## config.mk

```make
export PLATFORM = sky130hd
export DESIGN_NAME = fifo_uart_tx
export DESIGN_NICKNAME = d
export VERILOG_FILES = /design/src/rtl/fifo_uart_tx_pkg.sv /design/src/rtl/uart_bit_timer.sv /design/src/rtl/fifo_uart_tx.sv
export SDC_FILE = /design/constraint.sdc
export NUM_CORES = 1
export LEC_CHECK = 0
export CAP_MARGIN = 15
export CORE_ASPECT_RATIO = 1.1
export CORE_MARGIN = 3
export CORE_UTILIZATION = 50
export DETAILED_ROUTE_END_ITERATION = 8
export PLACE_DENSITY = 0.83
export SLEW_MARGIN = 10
export SYNTH_ARGS = -nofsm -noshare
export SYNTH_HDL_FRONTEND = slang
export SYNTH_HIERARCHICAL = 1
export SYNTH_SLANG_ARGS = --single-unit
```

## constraint.sdc

```tcl
create_clock -name CLK -period 4.32 [get_ports CLK]
set_clock_uncertainty 0.2 [all_clocks]
set_input_delay 0.432 -clock CLK [delete_from_list [all_inputs] [get_ports CLK]]
set_output_delay 0.432 -clock CLK [all_outputs]
set_load 0.05 [all_outputs]
```

## src/rtl/fifo_uart_tx_pkg.sv

```systemverilog
// Shared state encoding and line-level constants for the FIFO-draining UART transmitter.
package fifo_uart_tx_pkg;

  typedef enum logic [2:0] {
    IDLE   = 3'd0,
    START  = 3'd1,
    DATA   = 3'd2,
    PARITY = 3'd3,
    STOP   = 3'd4
  } tx_state_t;

  localparam logic PAR_EVEN  = 1'b0;
  localparam logic PAR_ODD   = 1'b1;
  localparam logic LINE_IDLE = 1'b1;
  localparam logic START_BIT = 1'b0;

endpackage

```

## src/rtl/uart_bit_timer.sv

```systemverilog
// Bit-period timer: counts 0..CLKS_PER_BIT-1 and flags the final cycle of each period.
module uart_bit_timer #(
  parameter int CLKS_PER_BIT = 8
) (
  input  logic CLK,
  input  logic RST,
  input  logic clr,
  output logic bit_done
);

  localparam int CW = $clog2(CLKS_PER_BIT);
  localparam logic [CW-1:0] LAST_CNT = CW'(CLKS_PER_BIT - 1);

  logic [CW-1:0] cnt_r;

  assign bit_done = (cnt_r == LAST_CNT);

  // Period counter; wraps on the last cycle so back-to-back periods need no clear.
  always_ff @(posedge CLK) begin
    if (RST || clr) begin
      cnt_r <= '0;
    end else if (bit_done) begin
      cnt_r <= '0;
    end else begin
      cnt_r <= cnt_r + CW'(1);
    end
  end

endmodule

```

## src/rtl/fifo_uart_tx.sv

```systemverilog
// Drains a show-ahead FIFO and serialises each word as a UART frame (start, data LSB first,
// optional parity, one stop bit), chaining frames with no idle gap while words remain.
module fifo_uart_tx
  import fifo_uart_tx_pkg::*;
#(
  parameter int DATA_WIDTH   = 8,
  parameter int CLKS_PER_BIT = 8
) (
  input  logic                  CLK,
  input  logic                  RST,
  input  logic [DATA_WIDTH-1:0] fifo_rd_data,
  input  logic                  fifo_empty,
  output logic                  fifo_r_inc,
  input  logic                  par_en,
  input  logic                  par_typ,
  output logic                  tx_out,
  output logic                  busy
);

  localparam int BW = $clog2(DATA_WIDTH + 1);
  localparam logic [BW-1:0] LAST_BIT = BW'(DATA_WIDTH - 1);

  tx_state_t             state_r, state_s;
  logic [DATA_WIDTH-1:0] shift_r, shift_s;
  logic [BW-1:0]         bit_cnt_r, bit_cnt_s;
  logic                  par_en_r, par_en_s;
  logic                  par_bit_r, par_bit_s;
  logic                  tx_s, busy_s, load_s, bit_done_s, timer_clr_s;

  function automatic logic even_parity(input logic [DATA_WIDTH-1:0] d);
    even_parity = ^d;
  endfunction

  assign timer_clr_s = (state_r == IDLE);
  assign fifo_r_inc  = load_s;

  uart_bit_timer #(
    .CLKS_PER_BIT(CLKS_PER_BIT)
  ) u_bit_timer (
    .CLK      (CLK),
    .RST      (RST),
    .clr      (timer_clr_s),
    .bit_done (bit_done_s)
  );

  // Load decision: a pop is only legal in IDLE or on the final stop cycle, never during reset.
  always_comb begin
    load_s = 1'b0;
    if (RST) begin
      load_s = 1'b0;
    end else if (state_r == IDLE) begin
      load_s = !fifo_empty;
    end else if ((state_r == STOP) && bit_done_s) begin
      load_s = !fifo_empty;
    end else begin
      load_s = 1'b0;
    end
  end

  // Next-state, next shift/config values and the line level they imply.
  always_comb begin
    state_s   = state_r;
    shift_s   = shift_r;
    bit_cnt_s = bit_cnt_r;
    par_en_s  = par_en_r;
    par_bit_s = par_bit_r;
    if (load_s) begin
      state_s   = START;
      shift_s   = fifo_rd_data;
      bit_cnt_s = '0;
      par_en_s  = par_en;
      par_bit_s = (par_typ == PAR_ODD) ? ~even_parity(fifo_rd_data) : even_parity(fifo_rd_data);
    end else begin
      case (state_r)
        IDLE:   state_s = IDLE;
        START: begin
          if (bit_done_s) state_s = DATA;
          else            state_s = START;
        end
        DATA: begin
          if (bit_done_s) begin
            shift_s = shift_r >> 1;
            if (bit_cnt_r == LAST_BIT) begin
              bit_cnt_s = '0;
              state_s   = par_en_r ? PARITY : STOP;
            end else begin
              bit_cnt_s = bit_cnt_r + BW'(1);
            end
          end else begin
            state_s = DATA;
          end
        end
        PARITY: begin
          if (bit_done_s) state_s = STOP;
          else            state_s = PARITY;
        end
        STOP: begin
          if (bit_done_s) state_s = IDLE;
          else            state_s = STOP;
        end
        default: state_s = IDLE;
      endcase
    end

    case (state_s)
      START:   tx_s = START_BIT;
      DATA:    tx_s = shift_s[0];
      PARITY:  tx_s = par_bit_s;
      STOP:    tx_s = LINE_IDLE;
      IDLE:    tx_s = LINE_IDLE;
      default: tx_s = LINE_IDLE;
    endcase
    busy_s = (state_s != IDLE);
  end

  // State and output registers; reset aborts any frame and drops the popped word.
  always_ff @(posedge CLK) begin
    if (RST) begin
      state_r   <= IDLE;
      shift_r   <= '0;
      bit_cnt_r <= '0;
      par_en_r  <= 1'b0;
      par_bit_r <= 1'b0;
      tx_out    <= LINE_IDLE;
      busy      <= 1'b0;
    end else begin
      state_r   <= state_s;
      shift_r   <= shift_s;
      bit_cnt_r <= bit_cnt_s;
      par_en_r  <= par_en_s;
      par_bit_r <= par_bit_s;
      tx_out    <= tx_s;
      busy      <= busy_s;
    end
  end

endmodule

```

==> flow_summary.json, run 1 <==
{
  "firstDrtPassIters": 4,
  "avgViaCountPerCell": 5.35,
  "chipHeight_um": 53.8,
  "post-cts-setup-buffers": 0,
  "setup_violations": 0,
  "setup_tns_ns": 0,
  "port-buffer-count": 15,
  "avgSynthCellArea_um2": 8.44,
  "ys_types": 32,
  "ys_seq_elements": 22,
  "grt_pass1_vias": 807,
  "overflow": 0,
  "crit_top_cell": "clkdlybuf4s50_1",
  "start_util": 0.558,
  "place_hpwl_mm": 1.51,
  "fin_ws_ns": 1.08,
  "core-area_um2": 1860,
  "drive_gt1_frac": 0.0507,
  "crit_type": "primary input to primary output",
  "maxCapViolations": 0,
  "slowest_stage": "clkdlybuf4s50_1",
  "critPathLaunchType": "primary input",
  "post-place-ws_ns": 1.07,
  "globalplace.congestion": 0.787,
  "ioPinCount": 16,
  "whs_ns": 0.226,
  "nets": 155,
  "cp-end-kind": "primary output",
  "die_x_um": 49.5,
  "cts_tree": "done",
  "syn-num-nets": 139,
  "fp.dieArea_um2": 2660,
  "n_antenna_cell": 0,
  "yosysWarnings": 6,
  "htreeDepth": 1,
  "slew_headroom": 0.490,
  "synth_area_um2": 1040,
  "hp-class": "flop to flop",
  "cts_resized": 0,
  "grt_pass1_wl_mm": 3.59,
  "drc": 0,
  "outcome": "finished clean",
  "timing.fmax_mhz": 309,
  "hold_violations": 0,
  "period_minus_slack_ns": 3.24,
  "critPathMaxStageDelay_ns": 0.84,
  "antenna_found_initial": 0,
  "crit_chain": "clkdlybuf4s50_1 -> nor4_4 -> buf_4 -> clkdlybuf4s50_1",
  "irDropWorstVdd_mv": 0.171,
  "clkSinkCount": 22,
  "grt_util_all_layers": 0.179,
  "ctsHoldBuffers": 0,
  "wl_per_cell_um": 12.3,
  "finalMaxSlewViolations": 0,
  "ctsRootBufferMaster": "clkbuf_4",
  "rsz0062_at_grt": "false",
  "rows": 16,
  "powerDensity_nw_per_um2": 322,
  "tightest_slew_ns": 0.758,
  "min_period_over_period": 0.749,
  "cts_buffer_depth": 2,
  "drtIter0Drc": 21,
  "grt_max_degree": 20,
  "clk_pin_slew_ns": 0.11,
  "leakagePower_nw": 0.461,
  "routed_wl_mm": 2.03,
  "clk_latency_ns": 0.30,
  "cts_buffers": 3,
  "areaGrowthSynthToFinish_pct": 19.8,
  "synthCells": 123,
  "ys_seq_area_frac": 0.424,
  "ant_nets": 0,
  "worst_ep_arrival_time_ns": 2.60,
  "cp_max_fo": 19,
  "critPathRequiredTime_ns": 3.69,
  "vias": 882
}
## final timing paths
path	start	endpoint	slack, ns	cells after the start
worst max register to register	u_bit_timer/cnt_r[0]$_SDFF_PP0_	tx_out$_SDFF_PP1_	1.99	8
worst min-delay path	u_bit_timer/cnt_r[0]$_SDFF_PP0_	u_bit_timer/cnt_r[0]$_SDFF_PP0_	0.23	1
worst max-delay path	RST	fifo_r_inc	1.08	4
worst min register to register	u_bit_timer/cnt_r[0]$_SDFF_PP0_	u_bit_timer/cnt_r[0]$_SDFF_PP0_	0.23	1
## cells in the mapped netlist (all sizes together)
master / number / area share
nand4: 1 / 0.0060
xor2: 2 / 0.017
mux2i: 1 / 0.0096
and4bb: 1 / 0.012
nand3b: 2 / 0.014
nor4b: 2 / 0.017
inv: 2 / 0.0072
nor4: 2 / 0.027
a211oi: 1 / 0.0072
xnor3: 1 / 0.022
xnor2: 5 / 0.042
a21oi: 20 / 0.096
clkbuf: 2 / 0.0072
nand4bb: 1 / 0.011
nor3: 1 / 0.0048
or3: 1 / 0.0060
nand2: 22 / 0.080
nor2b: 2 / 0.012
nand2b: 1 / 0.0060
and3b: 1 / 0.0084
or2: 1 / 0.0060
buf: 3 / 0.014
nor2: 15 / 0.054
ha: 3 / 0.036
o311ai: 1 / 0.0084
a22o: 1 / 0.0084
o21ai: 3 / 0.014
o31ai: 1 / 0.0072
a221oi: 1 / 0.0084
dfxtp: 22 / 0.42
and3: 1 / 0.0060
## power by group
part / switching (mW) / total, mW / leakage (nW) / internal (mW)
Clock: 0.0558 / 0.107 / 0.0210 / 0.0514
Combinational: 0.0396 / 0.0758 / 0.261 / 0.0362
Sequential: 0.00448 / 0.217 / 0.179 / 0.213
Total: 0.0999 / 0.400 / 0.461 / 0.300
## layer usage
layer,share of wire,GRT usage
met1,0.45,0.194
met5,0,0
met2,0.48,0.317
met3,0.048,0.0526
met4,0.023,0.106
## worst max-delay path: cells and delay by family
kind / cells / cell delay, ns
and+or+nand+nor: 1 / 0.35
buffers and inverters: 3 / 1.81
## cells in the final DEF, fill, tap and decap left out, types with 2 or more instances in the layout
master           count
xor2_1               2
nor2_1              15
o21ai_0              3
clkbuf_4             3
nand2_1             22
inv_1                2
xnor2_1              5
dfxtp_1             22
nor2b_1              2
clkdlybuf4s50_1     15
ha_1                 3
a21oi_1             20
nand3b_1             2
nor4b_1              2
## through the flow
step	area (µm²)	instances	util	total power, mW
after floorplan	1040	123	-	0.269
after global placement	1210	161	0.649	0.294
after detailed placement	1210	161	0.649	0.297
after CTS	1240	165	0.668	0.406
after global routing	1240	165	0.668	0.424
final	1240	165	0.668	0.400
## cells by family after synthesis
| kind of cell | Yosys count | share of synthesized area |
|---|---|---|
| multiplexers | 1 | 0.00964 |
| AND/OR/NAND/NOR | 54 | 0.270 |
| buffers and inverters | 7 | 0.0289 |
| AO/OA/AOI/OAI | 28 | 0.151 |
| XOR/XNOR | 8 | 0.0807 |
| flip-flops | 22 | 0.424 |
| adder cells (fa/ha/maj) | 3 | 0.0361 |
## cell type report
| cell class | count | area (µm²) |
|---|---|---|
| fill | 165 | 618 |
| multi-input combinational | 94 | 568 |
| timing repair buffer | 16 | 158 |
| sequential | 22 | 440 |
| tap | 27 | 33.8 |
| inverter | 2 | 7.51 |
| clock buffer | 4 | 36.3 |
## flip-flops by register name, indices dropped and copies added, names as in the netlist
register           flops
state_r                3
par_en_r               1
par_bit_r              1
bit_cnt_r              4
tx_out                 1
busy                   1
shift_r                8
u_bit_timer/cnt_r      3
(Power assumes the default switching activity.)
==> inputs of run 2 (changes only) <==
- clock period: 4.32 -> 3.3 ns (I/O delays scaled with it)
==> run 2 against run 1 <==
Net effect:
- via count grew 0.45%
- critical endpoint unchanged
- sequential power grew 31%
- global-route usage grew 0.60 points
- register-to-register slack lost 1.1 ns
- die area is the same
- highest routed layer unchanged
==> flow_summary.json, run 2 (synthesis results as in run 1) <==
{
  "outcome": "finished clean",
  "rsz0062_at_grt": "false",
  "fp.dieArea_um2": 2660,
  "maxCapViolations": 0,
  "grt_util_all_layers": 0.185,
  "clk_pin_slew_ns": 0.12,
  "drive_gt1_frac": 0.0580,
  "hold_violations": 0,
  "fin_ws_ns": 0.767,
  "setup_violations": 0,
  "vias": 886,
  "avgViaCountPerCell": 5.37,
  "post-cts-setup-buffers": 0,
  "critPathRequiredTime_ns": 2.77,
  "finalNonFillerCells": 165,
  "setup_tns_ns": 0,
  "layout_common_cells": "nand2_1 (22), dfxtp_1 (22), a21oi_1 (20)",
  "placed_area_um2": 1220,
  "die_x_um": 49.5,
  "firstDrtPassIters": 4,
  "place_hpwl_mm": 1.61,
  "n_antenna_cell": 0,
  "min_path_cells": 1,
  "finalMaxSlewViolations": 0,
  "clk_latency_ns": 0.31,
  "critPathLaunchType": "flop",
  "period_minus_slack_ns": 2.53,
  "port-buffer-count": 15,
  "areaGrowthSynthToFinish_pct": 22.3,
  "multi_input_area_um2": 568,
  "powerDensity_nw_per_um2": 464,
  "overflow": 0,
  "wl_per_cell_um": 13.1,
  "hp-start": "u_bit_timer/cnt_r[0]$_SDFF_PP0_",
  "leakagePower_nw": 0.473,
  "slew_headroom": 0.536,
  "timing.fmax_mhz": 395,
  "ctsHoldBuffers": 0,
  "irDropWorstVdd_mv": 0.317,
  "grt_pass1_wl_mm": 3.70,
  "ant_nets": 0,
  "tightest_slew_ns": 0.689,
  "cts_tree": "done",
  "chipHeight_um": 53.8,
  "cts_buffers": 3,
  "cts_resized": 0,
  "drc": 0,
  "top_register": "shift_r",
  "htreeDepth": 1,
  "min_period_over_period": 0.768,
  "r2r-start": "u_bit_timer/cnt_r[0]$_SDFF_PP0_",
  "whs_ns": 0.232,
  "cp_max_fo": 19,
  "final_cell_area_um2": 1270,
  "total_power_uw": 589,
  "rows": 16,
  "drtIter0Drc": 18,
  "grt_pass1_vias": 886,
  "ioPinCount": 16,
  "globalplace.congestion": 0.830,
  "regArea_um2": 440,
  "final.fill_count": 150,
  "core-area_um2": 1860,
  "top_regs": "shift_r: 8 flops, bit_cnt_r: 4 flops",
  "hp-class": "flop to flop",
  "routed_wl_mm": 2.16,
  "min_to": "u_bit_timer/cnt_r[0]$_SDFF_PP0_",
  "fin_util": 0.682,
  "worst_ep_arrival_time_ns": 2.00,
  "cts_buffer_depth": 2,
  "r2r_slack_ns": 0.94,
  "start_util": 0.558,
  "crit_type": "flop to primary output",
  "timing.rr.end": "tx_out$_SDFF_PP1_",
  "r2r_cells": 8,
  "largest_reg_flops": 8,
  "ctsRootBufferMaster": "clkbuf_4",
  "clkSinkCount": 22,
  "antenna_found_initial": 0,
  "dp_cells": 161,
  "grt_max_degree": 20,
  "post-place-ws_ns": 0.862,
  "nets": 155,
  "cp-end-kind": "primary output"
}
[run 2: cell count changes in the layout (fill, tap and decap cells not counted), sizes merged]
cell | before | now
buf | 1 | 2
clkbuf | 4 | 3
clkdlybuf4s50 | 15 | 14
bufinv | 0 | 1
[run 2: cell type report]
class,count,area share
clock buffer,3,0.0177
clock inverter,1,0.0236
inverter,2,0.00591
multi-input combinational,94,0.447
sequential,22,0.347
tap,27,0.0266
timing repair buffer,16,0.132
[run 2: critical path, stage by stage, from the launching register on]
cell and delay, ns:
dfxtp_1 0.35, ha_1 0.15, ha_1 0.34, nor2b_1 0.18
nor4_4 0.22, buf_4 0.28, buf_12 0.17
[run 2: worst max-delay path by stage]
stage                               startpoint                end  slack [ns]  cells past startpoint
2_1_floorplan  u_bit_timer/cnt_r[0]$_SDFF_PP0_         fifo_r_inc        1.08                      5
3_3_place_gp                               RST         fifo_r_inc        0.97                      4
3_5_place_dp                               RST  tx_out$_SDFF_PP1_        0.86                      5
4_1_cts        u_bit_timer/cnt_r[0]$_SDFF_PP0_         fifo_r_inc        0.75                      6
5_1_grt        u_bit_timer/cnt_r[0]$_SDFF_PP0_         fifo_r_inc        0.60                      6
6_report       u_bit_timer/cnt_r[0]$_SDFF_PP0_         fifo_r_inc        0.77                      6
[run 2: metal layers]
layer  global-route usage  up-vias  routed length (µm)  share of wire
met2                0.330       22                1030           0.48
met3               0.0499        5                 122          0.057
met5                    0        -                   0              0
met1                0.192      405                 949           0.44
li1                     -      454                   -              -
met4                0.134        0                  54          0.025
[run 2: where the power goes]
part	switching (mW)	total, mW	internal, mW
clock	0.0815	0.204	0.123
sequential	0.00644	0.285	0.278
combinational	0.0510	0.100	0.0491
==> inputs of run 3 (changes only) <==
- CORE_UTILIZATION: 50 -> 46
- PLACE_DENSITY: 0.83 -> 0.81
- clock period: 3.3 -> 2.2 ns (I/O delays scaled with it)
==> run 3 against run 2 <==
Net effect:
- utilization fell by 2.5 points
- power rose by 31%
- combinational power rose by 68%
- register-to-register slack got worse by 0.75 ns
- non-clock buffer count rose by 10
- via count rose by 4.1%
- first-iteration DRC count fell by 5.6%
- global-route usage fell by 1.9 points
- critical endpoint unchanged
==> flow_summary.json, run 3 (synthesis results as in run 1) <==
{
  "hp-class": "flop to flop",
  "firstDrtPassIters": 4,
  "cp-end-kind": "primary output",
  "chipHeight_um": 55.8,
  "top_regs": "shift_r: 8 flops, bit_cnt_r: 4 flops",
  "vias": 922,
  "min_period_over_period": 0.944,
  "regArea_um2": 443,
  "critPathLaunchType": "flop",
  "grt_pass1_vias": 857,
  "critPathRequiredTime_ns": 1.78,
  "rsz0062_at_grt": "false",
  "grt_pass1_wl_mm": 3.70,
  "setup_violations": 0,
  "p_seq_frac": 0.555,
  "final.fill_count": 182,
  "tightest_slew_ns": 0.488,
  "switching_share": 0.262,
  "rows": 17,
  "port-buffer-count": 15,
  "clockPowerShare": 0.227,
  "drive_gt1_frac": 0.156,
  "setup_tns_ns": 0,
  "globalplace.congestion": 0.812,
  "ctsHoldBuffers": 0,
  "period_minus_slack_ns": 2.08,
  "cts_tree": "done",
  "hold_violations": 0,
  "finalMaxSlewViolations": 0,
  "antenna_found_initial": 0,
  "ctsRootBufferMaster": "clkbuf_4",
  "start_util": 0.498,
  "grt_max_degree": 19,
  "htreeDepth": 1,
  "cts_buffer_depth": 2,
  "maxCapViolations": 0,
  "n_antenna_cell": 0,
  "slew_headroom": 0.673,
  "worst_ep_arrival_time_ns": 1.66,
  "powerDensity_nw_per_um2": 563,
  "p_int_uw": 569,
  "avgViaCountPerCell": 5.27,
  "wl_per_cell_um": 12.9,
  "fp.dieArea_um2": 2860,
  "nets": 165,
  "clk_pin_slew_ns": 0.11,
  "layout_common_cells": "nand2_1 (22), a21oi_1 (20), dfxtp_1 (20)",
  "comb_power_share": 0.218,
  "areaGrowthSynthToFinish_pct": 31.8,
  "whs_ns": 0.233,
  "clkSinkCount": 22,
  "crit_type": "flop to primary output",
  "top_register": "shift_r",
  "drc": 0,
  "largest_reg_flops": 8,
  "die_x_um": 51.3,
  "cp_max_fo": 8,
  "clk_latency_ns": 0.30,
  "cts_buffers": 3,
  "leakagePower_nw": 0.509,
  "routed_wl_mm": 2.26,
  "multi_input_area_um2": 606,
  "core-area_um2": 2080,
  "timing.fmax_mhz": 482,
  "outcome": "finished clean",
  "overflow": 0,
  "drtIter0Drc": 17,
  "irDropWorstVdd_mv": 0.448,
  "ioPinCount": 16,
  "grt_util_all_layers": 0.166,
  "final_common_cell": "nand2_1",
  "place_hpwl_mm": 1.62,
  "ant_nets": 0,
  "switchingPower_uw": 202
}
[run 3: layout make-up]
cell class                      count  area share
Clock buffer                        3      0.0165
Inverter                            2     0.00548
Multi-Input combinational cell     94       0.442
Sequential cell                    22       0.324
Timing Repair Buffer               26       0.186
Tap cell                           28      0.0256
[run 3: final timing paths]
| kind | cells after the start | end | start | slack, ns |
|---|---|---|---|---|
| hold / removal | 1 | u_bit_timer/cnt_r[0]$_SDFF_PP0_ | u_bit_timer/cnt_r[0]$_SDFF_PP0_ | 0.23 |
| setup reg to reg | 7 | tx_out$_SDFF_PP1_ | u_bit_timer/cnt_r[0]$_SDFF_PP0_ | 0.19 |
| setup / recovery | 6 | fifo_r_inc | u_bit_timer/cnt_r[0]$_SDFF_PP0_ | 0.12 |
| hold reg to reg | 1 | u_bit_timer/cnt_r[0]$_SDFF_PP0_ | u_bit_timer/cnt_r[0]$_SDFF_PP0_ | 0.23 |
[run 3: through the flow]
stage                     instances  setup WS (ns)  power (mW)  utilization  area [µm²]
after floorplan                 123         0.0508       0.529            -        1040
after global placement          167         0.0969       0.586        0.609        1270
after detailed placement        167         0.0407       0.590        0.609        1270
after CTS                       170         0.0413       0.765        0.621        1290
after global routing            175        0.00994       0.811        0.657        1370
final                           175          0.124       0.771        0.657        1370
[run 3: power by group through the flow]
stage | logic, mW | clock network (mW) | registers, mW
after floorplan | 0.0834 | 0 | 0.446
after global placement | 0.151 | 0 | 0.435
after detailed placement | 0.154 | 0 | 0.436
after CTS | 0.156 | 0.181 | 0.427
after global routing | 0.180 | 0.202 | 0.430
final | 0.168 | 0.175 | 0.428
[run 3: repair_timing]
| item | 4_1_cts | 5_1_grt |
|---|---|---|
| pin swaps | 1 | 2 |
| buffers inserted | 0 | 5 |
| gates cloned | 0 | 0 |
| endpoints found under the setup margin | 1 | 2 |
| resized for setup | 1 | 8 |
[run 3: metal layers]
metal	wire [µm]	track usage
met1	1030	0.204
met5	0	0
met4	12	0.0674
met3	71	0.0349
met2	1150	0.278
[run 3: worst max-delay path: stages, from the launching register on]
cell,delay (ns)
dfxtp_2,0.36
ha_4,0.13
ha_4,0.17
nor2b_4,0.06
nor4_4,0.34
buf_12,0.17
buf_12,0.13
